**config.mk**
```make
export PLATFORM = sky130hd
export DESIGN_NAME = pipelined_cla_adder
export DESIGN_NICKNAME = d
export VERILOG_FILES = /design/src/rtl/pipelined_cla_adder.sv
export SDC_FILE = /design/constraint.sdc
export NUM_CORES = 1
export LEC_CHECK = 0
export CAP_MARGIN = 20
export CORE_MARGIN = 2
export CORE_UTILIZATION = 46
export DETAILED_ROUTE_END_ITERATION = 16
export GPL_TIMING_DRIVEN = 1
export PLACE_DENSITY = 0.87
export REMOVE_ABC_BUFFERS = 1
export SYNTH_ARGS = -nofsm -noshare
export SYNTH_HDL_FRONTEND = slang
export SYNTH_SLANG_ARGS = --single-unit
```
**constraint.sdc**
```tcl
create_clock -name clk -period 3.95 [get_ports clk]
set_input_delay 0.79 -clock clk [delete_from_list [all_inputs] [get_ports clk]]
set_output_delay 0.79 -clock clk [all_outputs]
set_load 0.1 [all_outputs]
```
**src/rtl/pipelined_cla_adder.sv**
```systemverilog
// Pipelined carry-lookahead adder/subtractor built from 4-bit lookahead groups, valid/ready on both sides.
// Optional saturation on signed overflow is enabled by defining CLA_SATURATE_EN (adds the in_sat port).
module pipelined_cla_adder #(
  parameter int unsigned WIDTH  = 32,
  parameter int unsigned STAGES = 2
) (
  input  logic             clk,
  input  logic             rst,
  input  logic             in_valid,
  output logic             in_ready,
  input  logic [WIDTH-1:0] in_a,
  input  logic [WIDTH-1:0] in_b,
  input  logic             in_cin,
  input  logic             in_sub,
`ifdef CLA_SATURATE_EN
  input  logic             in_sat,
`endif
  output logic             out_valid,
  input  logic             out_ready,
  output logic [WIDTH-1:0] out_sum,
  output logic             out_cout,
  output logic             out_ovf,
  output logic             out_zero
);

  localparam int unsigned GROUPS = WIDTH / 4;
  localparam int unsigned GPS    = GROUPS / STAGES;
  localparam int unsigned SW     = 4 * GPS;
  localparam int unsigned MSB    = WIDTH - 1;
  localparam int unsigned LAST   = STAGES - 1;
  // Operand registers exist only for stages that still feed a later stage.
  localparam int unsigned PIPE   = (STAGES > 1) ? STAGES - 1 : 1;

  logic [STAGES-1:0][WIDTH-1:0] s_q, s_d;
  logic [PIPE-1:0][WIDTH-1:0]   a_q, a_d, b_q, b_d;
  logic [PIPE-1:0]              sat_q, sat_d;
  logic [STAGES-1:0]            v_q, v_d, c_q, c_d, r;
  logic                         ovf_q, ovf_d, zero_q, zero_d;
  logic                         sat_in;

`ifdef CLA_SATURATE_EN
  assign sat_in = in_sat;
`else
  assign sat_in = 1'b0;
`endif

  // Stage k may advance when it is empty or some stage downstream of it can drain.
  always_comb begin
    r = '0;
    for (int unsigned k = 0; k < STAGES; k++) begin
      logic acc;
      acc = out_ready;
      for (int unsigned j = k; j < STAGES; j++) acc = acc | ~v_q[j];
      r[k] = acc;
    end
  end

  always_comb begin
    s_d    = '0;
    a_d    = '0;
    b_d    = '0;
    sat_d  = '0;
    v_d    = '0;
    c_d    = '0;
    ovf_d  = 1'b0;
    zero_d = 1'b0;
    for (int unsigned k = 0; k < STAGES; k++) begin
      logic [WIDTH-1:0] sa, sb, ss;
      logic             sc, sv, st, acc, term;
      logic [SW-1:0]    p, g, bc;
      logic [GPS-1:0]   gp, gg;
      logic [GPS:0]     gc;
      int unsigned      km1, kk;
      km1 = (k == 0) ? 0 : k - 1;
      kk  = (k < PIPE) ? k : 0;
      if (k == 0) begin
        sa = in_a;
        sb = in_sub ? ~in_b : in_b;
        ss = '0;
        sc = in_sub | in_cin;
        sv = in_valid;
        st = sat_in;
      end else begin
        sa = a_q[km1];
        sb = b_q[km1];
        ss = s_q[km1];
        sc = c_q[km1];
        sv = v_q[km1];
        st = sat_q[km1];
      end
      p = sa[k*SW +: SW] ^ sb[k*SW +: SW];
      g = sa[k*SW +: SW] & sb[k*SW +: SW];
      for (int unsigned j = 0; j < GPS; j++) begin
        gp[j] = &p[4*j +: 4];
        gg[j] = g[4*j+3] | (p[4*j+3] & g[4*j+2]) | (&p[4*j+2 +: 2] & g[4*j+1])
              | (&p[4*j+1 +: 3] & g[4*j]);
      end
      // Second-level lookahead: every group carry is a flat sum of products.
      gc    = '0;
      gc[0] = sc;
      for (int unsigned j = 1; j <= GPS; j++) begin
        acc = sc;
        for (int unsigned n = 0; n < j; n++) acc = acc & gp[n];
        for (int unsigned m = 0; m < j; m++) begin
          term = gg[m];
          for (int unsigned n = m + 1; n < j; n++) term = term & gp[n];
          acc = acc | term;
        end
        gc[j] = acc;
      end
      bc = '0;
      for (int unsigned j = 0; j < GPS; j++) begin
        for (int unsigned i = 0; i < 4; i++) begin
          acc = gc[j];
          for (int unsigned n = 0; n < i; n++) acc = acc & p[4*j+n];
          for (int unsigned m = 0; m < i; m++) begin
            term = g[4*j+m];
            for (int unsigned n = m + 1; n < i; n++) term = term & p[4*j+n];
            acc = acc | term;
          end
          bc[4*j+i] = acc;
        end
      end
      ss[k*SW +: SW] = p ^ bc;
      if (k == LAST) begin
        ovf_d = (sa[MSB] == sb[MSB]) && (ss[MSB] != sa[MSB]);
        if (ovf_d && st)
          ss = sa[MSB] ? {1'b1, {(WIDTH-1){1'b0}}} : {1'b0, {(WIDTH-1){1'b1}}};
        zero_d = sv && (ss == '0);
      end else begin
        a_d[kk]   = sa;
        b_d[kk]   = sb;
        sat_d[kk] = st;
      end
      s_d[k] = ss;
      c_d[k] = gc[GPS];
      v_d[k] = sv;
    end
  end

  always_ff @(posedge clk) begin
    if (rst) begin
      s_q    <= '0;
      a_q    <= '0;
      b_q    <= '0;
      sat_q  <= '0;
      v_q    <= '0;
      c_q    <= '0;
      ovf_q  <= 1'b0;
      zero_q <= 1'b0;
    end else begin
      for (int unsigned k = 0; k < STAGES; k++) begin
        if (r[k]) begin
          s_q[k] <= s_d[k];
          c_q[k] <= c_d[k];
          v_q[k] <= v_d[k];
          if (k < LAST) begin
            a_q[(k < PIPE) ? k : 0]   <= a_d[(k < PIPE) ? k : 0];
            b_q[(k < PIPE) ? k : 0]   <= b_d[(k < PIPE) ? k : 0];
            sat_q[(k < PIPE) ? k : 0] <= sat_d[(k < PIPE) ? k : 0];
          end
        end
      end
      if (r[LAST]) begin
        ovf_q  <= ovf_d;
        zero_q <= zero_d;
      end
    end
  end

  assign in_ready  = r[0];
  assign out_valid = v_q[LAST];
  assign out_sum   = s_q[LAST];
  assign out_cout  = c_q[LAST];
  assign out_ovf   = ovf_q;
  assign out_zero  = zero_q;

endmodule

```
==> impl_summary.txt <==
----------------------------------------------------
[Timing]
  Worst-case headroom to the max-slew limit ... 32.15%
  Minimum period implied by the final worst setup slack ... 3.750 ns
  Share of the clock period used by the worst path after layout ... 94.95%
  Count of final setup violators ... 0
  Unrepaired setup endpoints after global routing ... false
  Count of final max-slew check failures ... 0
  Final number of hold-violating endpoints ... 0
  FMAX ... 266.6 MHz
  Actual transition at the worst max-transition pin ... 1.015 ns
  Final Skew ... 0.01068 ns
  Worst Setup Slack, final ... 0.1995 ns
  Tightest hold margin ... 0.4525 ns

[Logic synthesis]
  Dominant synthesized flop cell ... sky130_fd_sc_hd__dfxtp_1
  Proportion of netlist area held by the largest area contributor ... 36.36%
  Number of instances in the synthesized netlist ... 569
  Yosys synthesis warning count ... 0
  Library cell occupying the most area in the post-synthesis netlist ... sky130_fd_sc_hd__dfxtp_1
  Synth async-reset ratio ... 0%
  Cell Area, Synth ... 4735 µm²
  Number of distinct library cells after synthesis ... 47
  Seq/Total Area, Yosys ... 36.36%
  Mean instance size in the synthesized netlist ... 8.321 µm²
  Post-synthesis register bit count ... 86
  Number of enable-type register cells in the synthesized netlist ... 0
  Biggest area contributors in the synthesized netlist ... sky130_fd_sc_hd__dfxtp_1 36%, sky130_fd_sc_hd__ha_1 11%, sky130_fd_sc_hd__nand2_1 7.8%

[Layout]
  Final std cell area, no fill ... 6068 µm²
  Final net count ... 782
  Number of cells in the finished layout apart from fillers ... 804
  Proportion of layout cells with a drive suffix above 1 ... 5.090%
  Final core area utilization ... 59.85%
  Count of fill cells added during filler insertion ... 884
  Most common cell after layout, fill and taps aside ... sky130_fd_sc_hd__clkdlybuf4s50_1
  Area Growth Syn to Fin ... 28.17%
  Commonest cells after routing, fill and taps aside ... 103 x sky130_fd_sc_hd__clkdlybuf4s50_1, 98 x sky130_fd_sc_hd__nand2_1, 86 x sky130_fd_sc_hd__dfxtp_1
  Antenna cell count ... 0

[Drt]
  DRT antenna net count ... 0
  Iteration count of the initial detailed-routing pass ... 5
  Wire length reported by the detailed router ... 12,090 µm
  Number of DRC violations after detailed routing ... 0
  Routed len/inst ... 15.04 µm
  Via count ... 4,340
  Vias per std cell ... 5.398
  Iteration-0 DRC Markers ... 162

[Placed design]
  Port bufs ... 106
  Placement Cell Area ... 5913 µm²
  HPWL after detailed placement ... 9178 µm
  Worst setup slack after placement ... 0.1035 ns
  Placed Instances ... 789
  Placer's final routability congestion estimate ... 0.8933

[Setup path]
  Kind of critical path ... flip-flop to flip-flop
  Launching instance or port of the critical path ... a_q[16]
  Largest incremental delay on the critical path ... 0.53 ns
  Worst EP arrival ... 4.04 ns
  Start of the worst register-to-register path ... a_q[16]
  Required time at the endpoint of the critical path ... 4.24 ns
  Critical path launch point type ... flip-flop
  Critical path cell sequence ... ha_1 > a21o_1 > a21oi_1 > o21ai_0 > a221oi_2 > o21bai_1 > fa_1 > nor3b_1 > nand4_1 > or4_1 > or4_1 > a21oi_1
  Largest fanout of any net on the critical path ... 3
  Type of destination of the critical path ... flip-flop
  Slowest CP cell ... sky130_fd_sc_hd__or4_1

[Clock network]
  Number of gates resized after cts ... 0
  # clock sinks ... 86
  Count of buffers added by post-CTS timing repair for setup ... 0
  Clock Pin Slew Worst Setup and Hold Paths ... 0.08 ns
  Number of hold-repair buffers added at the cts stage ... 0
  Num CTS Buffers ... 9
  Clock Latency Late Sink ... 0.36 ns
  Deepest level of the CTS H-tree ... 3
  Clock tree from TritonCTS ... done
  Library cell used as clock root buffer ... sky130_fd_sc_hd__clkbuf_8
  Clock tree buffer depth ... 2

[Floorplan]
  Standard cell core area ... 10,140 µm²
  Floorplan die area ... 11,120 µm²
  Initial Util ... 46.70%
  Height of the chip ... 105.5 µm
  I/O pin count ... 107
  Number of placement rows ... 37
  Horiz. Die Dim ... 105.5 µm

[GRT]
  Pin count of the biggest net entering global routing ... 63
  Vias in the first global route ... 4,265
  GRT Overall Usage ... 21.79%
  Antenna violations before repair ... 0
  Global-route wire length before repair ... 19,530 µm
  Overflow after GRT ... 0

[Power]
  Highest ir drop seen on vdd ... 0.0002616 V
  Leakage ... 2.631 nW
  Power density relative to cell area ... 402.8 nW/µm²

[Run status]
  Outcome ... finished, final reports clean

[Flow run]
  Maxcap violations ... 0

[Hold path]
  Classification of the worst-slack hold path ... flip-flop to flip-flop
  Critical hold path startpoint ... out_sum[18]

----------------------------------------------------
## state kept, by name, indices dropped and copies added, names as in the netlist
register,cells
c_q,2
out_sum,32
s_q,16
out_ovf,1
v_q,2
b_q,16
out_zero,1
a_q,16
## synthesized netlist by cell type, drive strengths merged (2+ instances only)
master,number
a211oi,29
a21o,11
a21oi,65
and2,5
and3,2
buf,9
clkbuf,21
dfxtp,86
fa,8
ha,40
inv,19
nand2,98
nand3,4
nand4,6
nor2,48
nor2b,2
nor3,10
nor4,7
o211a,4
o211ai,2
o21a,6
o21ai,11
o21bai,4
o22ai,2
o31a,3
or2,2
or3,8
or4,3
xnor2,21
xor2,20
## cell type report
cell class / instances / area, µm² / area share (%)
clock inverter: 2 / 10.01 / 0.1649
timing repair buffer: 114 / 1121 / 18.47
clock buffer: 13 / 138.9 / 2.289
sequential: 86 / 1722 / 28.37
multi-input combinational: 434 / 2835 / 46.72
inverter: 19 / 71.32 / 1.175
tap: 136 / 170.2 / 2.804
## path summary, 6_finish.rpt
check | to | cells after the start | slack, ns
setup / recovery | out_zero | 12 | 0.20
hold / removal | out_sum[18] | 2 | 0.45
setup reg to reg | out_zero | 12 | 0.20
hold reg to reg | out_sum[18] | 2 | 0.45
## routing by layer
metal	vias up	global-route usage, %	routed length, µm
li1	2172	-	-
met1	1996	24.80	5035
met2	148	39.45	6127
met3	24	5.009	698
met4	0	8.095	229
met5	-	0	0
## worst max-delay path, delay by kind of cell (launching register included)
family | cells | cell delay (ns)
compound gates | 6 | 1.27
simple gates | 4 | 1.28
flops | 1 | 0.33
fa+ha+maj | 2 | 0.80
## stage by stage
step | total power [mW] | TNS [ns]
after floorplan | 1.657 | -18.60
after global placement | 1.908 | 0
after detailed placement | 1.939 | 0
after CTS | 2.445 | 0
after global routing | 2.560 | 0
final | 2.445 | 0
## kinds of logic after synthesis
group / count (synthesis) / synth area share [%]
compound gates: 147 / 19.82
xor+xnor: 41 / 7.585
fa+ha+maj: 48 / 13.95
buf+inv: 49 / 3.938
flops: 86 / 36.36
simple gates: 198 / 18.34
## power breakdown
part	switching, mW	internal [mW]
Sequential	0.0658	0.961
Combinational	0.573	0.324
Clock	0.296	0.224
Total	0.935	1.51
Power figures use the tool's default switching activity.
